File: config.mk
export PLATFORM = sky130hd
export DESIGN_NAME = forwarding_hazard_unit
export DESIGN_NICKNAME = d
export VERILOG_FILES = /design/src/rtl/forwarding_hazard_unit.sv
export SDC_FILE = /design/constraint.sdc
export NUM_CORES = 1
export LEC_CHECK = 0
export ABC_AREA = 1
export CORE_ASPECT_RATIO = 1.5
export CORE_MARGIN = 2
export CORE_UTILIZATION = 30
export DETAILED_ROUTE_END_ITERATION = 12
export PLACE_DENSITY_LB_ADDON = 0.08
export SLEW_MARGIN = 20
export SYNTH_ARGS = -nofsm -noshare
export SYNTH_HDL_FRONTEND = slang
export SYNTH_SLANG_ARGS = --single-unit
File: constraint.sdc
create_clock -name clock -period 1.57 [get_ports clock]
set_input_delay 0.314 -clock clock [delete_from_list [all_inputs] [get_ports clock]]
set_output_delay 0.314 -clock clock [all_outputs]
set_load 0.05 [all_outputs]
File: src/rtl/forwarding_hazard_unit.sv
// Operand forwarding and load-use hazard detection over a shadow pipeline of in-flight writers.
// Optional saturating stall counter enabled by defining FORWARDING_STALL_COUNTER_EN.
module forwarding_hazard_unit #(
   parameter int NUM_RS     = 2,
   parameter int NUM_STAGES = 3,
   parameter int REG_ADDR_W = 5,
   parameter int SEL_W      = $clog2(NUM_STAGES + 1)
) (
   input  logic                             clock,
   input  logic                             reset_n,
   input  logic                             id_valid,
   input  logic                             id_reg_we,
   input  logic [REG_ADDR_W-1:0]            id_rd,
   input  logic [SEL_W-1:0]                 id_ready_stage,
   input  logic [NUM_RS-1:0][REG_ADDR_W-1:0] id_rs,
   input  logic [NUM_RS-1:0]                id_rs_used,
   input  logic                             flush,
   input  logic                             stall_ext,
   output logic [NUM_RS-1:0][SEL_W-1:0]     forward_sel,
   output logic                             hazard_stall
`ifdef FORWARDING_STALL_COUNTER_EN
   ,
   output logic [31:0]                      stall_cycles
`endif
);

   typedef struct packed {
      logic                  valid;
      logic                  we;
      logic [REG_ADDR_W-1:0] rd;
      logic [SEL_W-1:0]      rdy;
   } entry_t;

   // Index 0 of the shadow arrays corresponds to stage 1 (EX).
   entry_t            entry_q [NUM_STAGES];
   entry_t            entry_d [NUM_STAGES];
   logic [NUM_RS-1:0] raw_stall_s;
   logic              accept_s;

   // Youngest-producer search per operand; the last stage is treated as always ready.
   always_comb begin : operand_match
      logic found;
      found       = 1'b0;
      forward_sel = '0;
      raw_stall_s = '0;
      for (int i = 0; i < NUM_RS; i++) begin
         found = 1'b0;
         for (int k = 0; k < NUM_STAGES; k++) begin
            if (!found && entry_q[k].valid && entry_q[k].we &&
                (entry_q[k].rd == id_rs[i]) && (id_rs[i] != {REG_ADDR_W{1'b0}}) &&
                id_rs_used[i]) begin
               found = 1'b1;
               if ((SEL_W'(k + 1) >= entry_q[k].rdy) || (k == NUM_STAGES - 1)) begin
                  forward_sel[i] = SEL_W'(k + 1);
               end else begin
                  raw_stall_s[i] = 1'b1;
               end
            end else begin
               found = found;
            end
         end
      end
   end

   assign hazard_stall = (|raw_stall_s) & ~flush & id_valid;
   assign accept_s     = id_valid & ~hazard_stall & ~flush;

   // Shadow pipeline advance; a frozen pipeline holds every entry.
   always_comb begin
      for (int k = 0; k < NUM_STAGES; k++) begin
         entry_d[k] = entry_q[k];
      end
      if (!stall_ext) begin
         if (accept_s) begin
            entry_d[0].valid = 1'b1;
            entry_d[0].we    = id_reg_we;
            entry_d[0].rd    = id_rd;
            entry_d[0].rdy   = id_ready_stage;
         end else begin
            entry_d[0] = '0;
         end
         for (int k = 1; k < NUM_STAGES; k++) begin
            entry_d[k] = entry_q[k-1];
         end
      end else begin
         entry_d[0] = entry_q[0];
      end
   end

   // Shadow entry registers.
   always_ff @(posedge clock or negedge reset_n) begin
      if (!reset_n) begin
         for (int k = 0; k < NUM_STAGES; k++) begin
            entry_q[k] <= '0;
         end
      end else begin
         for (int k = 0; k < NUM_STAGES; k++) begin
            entry_q[k] <= entry_d[k];
         end
      end
   end

`ifdef FORWARDING_STALL_COUNTER_EN
   logic [31:0] stall_cnt_q;
   logic [31:0] stall_cnt_d;

   // Saturating count of cycles in which a hazard bubble actually enters the pipe.
   always_comb begin
      stall_cnt_d = stall_cnt_q;
      if (hazard_stall && !stall_ext && (stall_cnt_q != 32'hFFFF_FFFF)) begin
         stall_cnt_d = stall_cnt_q + 32'd1;
      end else begin
         stall_cnt_d = stall_cnt_q;
      end
   end

   // Stall counter register.
   always_ff @(posedge clock or negedge reset_n) begin
      if (!reset_n) begin
         stall_cnt_q <= 32'd0;
      end else begin
         stall_cnt_q <= stall_cnt_d;
      end
   end

   assign stall_cycles = stall_cnt_q;
`endif

endmodule

* After elaboration in Yosys (flattened, before gate mapping)
Index checks and enable logic that the tools add are counted.
** Operators by class
- $lt $le $gt $ge :: 2
- Eq/ne operators :: 6
- Muxes and demuxes :: 21
- Bitwise logic cells :: 6
- Reduce and logical (&&, ||, !) cells :: 34
** Operators by type and width (count)
- $eq A5 B5 Y1 :: 6
- $logic_and A1 B1 Y1 :: 27
- $mux W2 :: 7
- $mux W1 :: 13
- $reduce_bool A5 Y1 :: 2
- $mux W9 :: 1
- $and A1 B1 Y1 :: 4
- $logic_not A1 Y1 :: 4
- $ge A1 B2 Y1 const A :: 1
- $ge A2 B2 Y1 const A :: 1
- $not A1 Y1 :: 2
- $reduce_or A2 Y1 :: 1
** Storage, ports and cells
- Flip-flop bits (word level) :: 25
- Input bits :: 25

* Logic depth before layout (Yosys ltp)
- Depth in word-level cells :: 19
- Gate-level depth with buffers :: 11
- Depth with buffers taken out :: 11

* Least setup slack after synthesis
Ideal clock, no wire load.
- Kind :: reg-to-output
- From :: register entry_q[15] (netlist bit)
- To :: output port forward_sel[1] (netlist bit)
- Data arrival time :: 1.981 ns
- Setup slack :: -0.725 ns
- Cell stages (with the launch flop) :: 8
- Cell sequence :: dfrtp_1 inv_1 nand2_1 a21oi_1 nand2_1 nor2_4 nand2_4 o21ai_0
** RTL lines
- from (decl) :: RTL line 35 : entry_t entry_q [NUM_STAGES];
- from (signal, indexed assignment) :: RTL line 98 : entry_q[k] <= entry_d[k];
- to (decl) :: RTL line 19 : output logic [NUM_RS-1:0][SEL_W-1:0] forward_sel,

* Final worst setup path
- From :: register entry_q[15] (netlist bit)
- To :: output port hazard_stall
** On the way
- Longest elaborated chain between the ends :: 8
** RTL lines
- $eq A5 B5 Y1 :: RTL line 50 : (entry_q[k].rd == id_rs[i]) && (id_rs[i] != {REG_ADDR_W{1'b0}}) &&
- $logic_and A1 B1 Y1 :: RTL line 49 : if (!found && entry_q[k].valid && entry_q[k].we &&
- $logic_and A1 B1 Y1 (2 in a row) :: RTL line 50
- $mux W1 :: RTL line 49
- $reduce_or A2 Y1 * :: RTL line 65 : assign hazard_stall = (|raw_stall_s) & ~flush & id_valid;
- $and A1 B1 Y1 * (2 in a row) :: RTL line 65
- to (decl) :: RTL line 20 : output logic hazard_stall
Mark *: on every way between the ends. The rest lies on a longest branch, timed or not.

==> impl_metrics.yaml <==
run_status:
  outcome: "finished, violations left"
  failed_checks: "setup timing"
floorplanning:
  die_area_mm2: 0.00614
  initial_core_util_pct: 30.6
  die_h_um: 95.0
  row_count: 33
  io_pins: 30
  dieWidth_um: 64.7
  core-area_mm2: 0.00541
timing:
  fin_ws_ns: -0.546
  rsz0062_at_grt: "true"
  max_freq_mhz: 473
  fin_skew_ns: 0.00246
  finalHoldViolCount: 0
  setup_violations: 9
  drv_slew: 0
  worst_pin_slew_ns: 0.374
  relSlewSlack_pct: 75.1
  period_share_pct: 135
  period_minus_slack_ns: 2.12
  hold_slack_ns: 0.392
route:
  wl_per_cell_um: 13.5
  drc: 0
  first_iter_violations: 50
  wl_um: 4840
  drtAntennaViolNets: 0
  vias: 1596
  viasPerCell: 4.46
  drtPass1Iterations: 4
worst_setup_path:
  cp.arrival_ns: 1.80
  worstReg2RegStart: "entry_q[15]"
  crit_buf_inv: 2
  r2r_cells: 12
  slowest_stage: "dfrtp_1"
  r2r_slack_ns: -0.13
  crit_chain: "buf_6 -> nand2_2 -> a21oi_2 -> nand2_2 -> nor2_4 -> nand2_4 -> nand2_4 -> nand2_8 -> a21oi_4 -> buf_12"
  r2r-end: "entry_q[20]"
  critPathKind: "reg -> out"
  critical_path.top_delay_family: "simple AND/OR/NAND/NOR gates"
  start_kind: "flop"
  worstPathMaxFanout: 3
  required_ns: 1.26
  slowest_delay_ns: 0.44
  end_kind: "output port"
place:
  portBuffers: 29
  gp_congestion: 0.824
  dp_slack_ns: -0.741
  dpl_cell_area_mm2: 0.00221
  hpwl_um: 3680
global_route:
  grt_max_degree: 26
  antenna_found_initial: 0
  grt_pass1_vias: 1616
  gr-usage-all-layers_pct: 17.4
  gr-total-overflow: 0
  grt_first_pass_wirelength_um: 7970
logic_synthesis:
  ys_top_cells_by_area: "dfrtp_1 (38%), nand2_1 (21%), xnor2_1 (6.9%)"
  synthXorXnorAreaFrac_pct: 7.41
  synthTopCellsByCount: "nand2_1 (94), dfrtp_1 (25), inv_1 (15), o21ai_0 (15), xnor2_1 (13)"
  yosys_warnings: 0
  syn_area_mm2: 0.00166
  synth_edf_count: 0
  async_flop_share_pct: 100
  avgSynthCellArea_um2: 7.17
  synth_top_family_by_area: "simple AND/OR/NAND/NOR gates"
  synthCells: 231
  synthMuxAreaShare_pct: 0
  synth_top_cell_by_area: "dfrtp_1"
  ys_ff_latch: 25
  yosys_most_used_dff: "dfrtp_1"
  yosysMostFrequentCell: "nand2_1"
  synth_cell_type_count: 27
  synth_compound_area_share_pct: 7.18
  synth_fa_ha_area_share_pct: 0
  synth-seq-area-share_pct: 37.8
  synth_simple_gate_area_share_pct: 40.1
  yosys.area.top_type_share_pct: 37.8
  syn-num-nets: 256
final_layout:
  largest_reg_flops: 25
  syn_to_final_growth_pct: 50.2
  regMostFlops: "entry_q"
  stdcell_area_mm2: 0.00249
  final_nets: 314
  final_layout_size_suffix_gt1_share_pct: 33.0
  antenna_cells: 0
  top_regs: "entry_q (25)"
clock_tree:
  clk_pin_slew_worst_paths_ns: 0.10
  clock_path_buffers: 2
  cts-root-buf: "clkbuf_8"
  clkLatencyLatePin_ns: 0.28
  h-tree-depth: 1
  cts_made_buffers: 3
  cts_tree: "done"
  numClockSinks: 25
  ctsHoldBuffers: 0
pwr:
  ir_drop_uv: 333
  leakagePower_nw: 1.18
  p_per_area_mw_per_mm2: 616
worst_hold_path:
  hp-class: "in -> async"
job:
  max-cap-violations: 0
[where the power goes]
group / switching [mW] / internal (mW)
Clock: 0.243 / 0.181
Combinational: 0.191 / 0.177
Sequential: 0.0499 / 0.690
[routing by layer]
metal  vias up  share of wire, %  track usage [%]
li1        853                 -                -
met1       725                40             19.9
met2        16                57             33.6
met3         2               1.6             1.79
met4         0              0.83             4.79
met5         -                 0                0
[area by class of cell]
cell class / instances / area, um^2
fillers: 561 / 2920
multi-input cells: 179 / 1060
repair buffers: 57 / 576
clock inverters: 1 / 7.51
clock buffers: 3 / 41.3
inverters: 23 / 86.3
flip-flops and latches: 25 / 628
well taps: 70 / 87.6
[per-stage QoR]
| stage | power, mW | setup TNS (ns) | cells | util, % |
|---|---|---|---|---|
| 6_report | 1.53 | -2.88 | 358 | 46.0 |
| 4_1_cts | 1.52 | -2.42 | 352 | 43.3 |
| 2_1_floorplan | 0.912 | -0.293 | 231 | - |
| 5_1_grt | 1.63 | -4.05 | 358 | 46.0 |
| 3_3_place_gp | 1.09 | -8.37 | 345 | 40.9 |
| 3_5_place_dp | 1.08 | -8.56 | 345 | 40.9 |
[cells by family (layout without fill, tap and decap cells)]
group / Yosys count / count (layout)
DFF: 25 / 25
and+or+nand+nor: 144 / 144
AOI/OAI and AO/OA: 21 / 21
xor gates and xnor gates: 14 / 14
buffers and inverters: 27 / 84
[repair_timing]
item                                    4_1_cts  5_1_grt
pin swaps                                     7       17
setup buffers                                 3        5
endpoints found under the hold margin         0        0
cloned                                        0        1
resized for setup                            27       27
endpoints found under the setup margin       14       14
[worst max path at each step]
stage / startpoint / endpoint / slack [ns] / cells after the start
final: entry_q[15] / hazard_stall / -0.55 / 10
after global routing: entry_q[15] / hazard_stall / -0.62 / 10
after CTS: entry_q[23] / forward_sel[1] / -0.51 / 9
after detailed placement: id_rs[1] / hazard_stall / -0.74 / 11
after global placement: id_rs[6] / forward_sel[3] / -0.74 / 7
after floorplan: entry_q[15] / hazard_stall / -0.11 / 9
[worst register-to-register path: stages (launching register included)]
cell and delay [ns]:
dfrtp_1 0.44, buf_6 0.12, nand2_2 0.05, a21oi_2 0.15, nand2_2 0.08, nor2_4 0.12
nand2_4 0.08, nand2_4 0.09, nand2_8 0.06, buf_4 0.15, clkbuf_16 0.14, nand4_1 0.07
nand2_1 0.05
[cell usage in the layout, fill, tap and decap left out, types with 9 or more instances in the layout]
cell type        instances
nand2_1                 85
dfrtp_1                 23
buf_4                   22
nand4_1                 12
clkdlybuf4s50_1         12
dlygate4sd2_1           12
inv_2                   11
inv_1                   11
o21ai_0                 11
xnor2_1                 10
nand2_2                  9
Note: power is estimated with default switching activity, not from simulation.
==> variant (same settings) <==
`NUM_RS`: 2 -> 1.
--- a/src/rtl/forwarding_hazard_unit.sv
+++ b/src/rtl/forwarding_hazard_unit.sv
@@ -1,7 +1,7 @@
 // Operand forwarding and load-use hazard detection over a shadow pipeline of in-flight writers.
 // Optional saturating stall counter enabled by defining FORWARDING_STALL_COUNTER_EN.
 module forwarding_hazard_unit #(
-   parameter int NUM_RS     = 2,
+   parameter int NUM_RS     = 1,
    parameter int NUM_STAGES = 3,
    parameter int REG_ADDR_W = 5,
    parameter int SEL_W      = $clog2(NUM_STAGES + 1)
Ports: changed (resized forward_sel, id_rs and id_rs_used); port bits go from 30 to 22. No check against the original RTL was run, so the function may have changed too.
==> variant against the original RTL <==
- the run still ends with negative setup slack left
- first-iteration DRC count down 24%
- clock power fell by 7.5%
- final area shrank 27%
- setup slack improved by 0.12 ns
- wire length down 40%
- sequential cell count did not move
- area after synthesis decreased by 20%
- synthesized cell count down 24%
- combinational power down 38%
- total power decreased by 12%
- critical path type is now primary input to output port
- highest routed layer unchanged
==> variant: results (changes against the original RTL) <==
Vias per inst: 4.635 (+4.0%)
Tot GR Track Use: 0.1306 (-0.04297)
Leading cell types by total area after synthesis: sky130_fd_sc_hd__dfrtp_1 47%, sky130_fd_sc_hd__nand2_1 18%, sky130_fd_sc_hd__o21ai_0 5.3%, sky130_fd_sc_hd__nand3_1 4.5%, sky130_fd_sc_hd__inv_1 4.2%
Total nets after synthesis: 194 (-24%)
Total half-perimeter wirelength after legalization and detailed placement: 2248 um (-39%)
Non-filler instance count after layout: 255 (-29%)
Top cell types by occurrence after synthesis: 65 x sky130_fd_sc_hd__nand2_1, 25 x sky130_fd_sc_hd__dfrtp_1, 15 x sky130_fd_sc_hd__inv_1
Final #Nets: 229 (-27%)
Sequential-to-total area share from yosys stat: 0.4695 (+0.09155)
Avg Cell Area, Syn: 7.614 um2 (+6.3%)
Multi-input comb cells: 124 (-31%)
Clock-cell share: 0.02552 (+0.005890)
Static Leak: 0.0008710 uW (-26%)
Post-place setup slack: -0.6957 ns (+0.04546 ns)
Post-detailed-routing wire length: 2890 um (-40%)
Vias in the first global route: 1182 (-27%)
Count of clock-net buffers in the final layout: 3 (unchanged)
Post-synthesis instance total: 175 (-24%)
Setup slack of the critical path after layout: -0.4258 ns (+0.1202 ns)
Non-clock buffer contribution to total cell area: 0.1924 (-0.03909)
Multi-input logic portion of the cell area: 0.3621 (-0.06420)
Cell area reported after detailed placement: 1688 um2 (-24%)
Fill cell instance count of the final layout: 437 (-22%)
Result of the run: finished, violations left
Violation count after the first detailed-route iteration: 38 (-24%)
Critical Path Max Stage Delay: 0.30 ns (-0.14 ns)
Area delta synth->final: 36.15%
Critical-path maximum fanout: 5 (+2)
Violations in the final reports: negative setup slack
Peak VDD IR: 0.0003746 V (+12%)
Largest regs: entry_q (25)
Clock-pin slew of the registers on the worst-case setup and hold paths: 0.09 ns
Fraction of final layout cells with drive strength greater than 1: 0.2536 (-0.07627)
Cell count after placement: 247 (-28%)
Library cell used as clock root buffer: sky130_fd_sc_hd__clkbuf_8
Port Buffer Count: 21 (-28%)
Buffer count excluding the clock tree in the final layout: 35 (-39%)
Fraction of area in registers: 0.3448 (+0.09219)
Skew final: 0.002116 ns (-0.0003412 ns)
Net Sw Power: 364.8 uW (-25%)
Inverters: 21 (-8.7%)
Post-synthesis cell type count: 23 (-15%)
Cell with the largest stage delay on the worst path: sky130_fd_sc_hd__dlygate4sd2_1
Slew HR: 0.7802 (+0.02935)
Global-route wire length before repair: 5085 um (-36%)
Final setup violation count: 3 (-6)
Final total negative setup slack: -1.219 ns (+1.662 ns)
Final weighted congestion in routability-driven placement: 0.7384 (-10%)
Worst Path Arrival: 1.68 ns (-0.12 ns)
-- variant: changes by cell type in the layout (fill, tap and decap cells not counted), sizes merged, moves of 2 or more --
cell	unedited run	this run
nand2	101	67
buf	32	17
xnor2	13	2
nand4	12	3
dlygate4sd2	12	6
nor2	16	12
nand3	10	13
a21oi	4	6
o21ai	16	14
-- variant: path summary, 6_finish.rpt --
check | from | depth (start not counted) | slack (ns) | to
max reg2reg | entry_q[24] | 12 | 0.04 | entry_q[24]
max | id_rs[0] | 9 | -0.43 | forward_sel[1]
max in group asynchronous | reset_n | 2 | 0.93 | entry_q[9]
min in group clock | entry_q[18] | 2 | 0.48 | entry_q[18]
min | reset_n | 2 | 0.39 | entry_q[6]
min reg2reg | entry_q[18] | 2 | 0.48 | entry_q[18]
-- variant: timing repair --
action	4_1_cts	5_1_grt
endpoints found under the setup margin	12	12
pin swaps	2	10
cloned	0	1
resized for setup	10	13
setup buffers	0	3
-- variant: cells by family (layout without fill, tap and decap cells) --
family	Yosys count	count (layout)	synth area share
AND/OR/NAND/NOR	100	100	0.3371
buffers and inverters	26	60	0.08450
flip-flops	25	25	0.4695
AO/OA/AOI/OAI	20	20	0.08076
XOR/XNOR	3	3	0.01972
multiplexers	1	1	0.008450
-- variant: per-layer routing --
layer  vias to the layer above  wire [um]  GRT usage
met4                         0         51    0.05074
met1                       545       1258     0.1648
li1                        615          -          -
met2                        17       1476     0.2196
met5                         -          0          0
met3                         5        105    0.01961
-- variant: power groups by stage --
stage	logic (uW)	registers, uW	clock network (uW)
finish	227	721	392
detailed placement	226	735	0
global route	260	729	439
CTS	225	722	411
global placement	223	734	0
floorplan	123	728	0
-- variant: critical path: cells and delay by family --
kind | cells | cell delay (ns)
buf+inv | 3 | 0.57
simple gates | 6 | 0.78
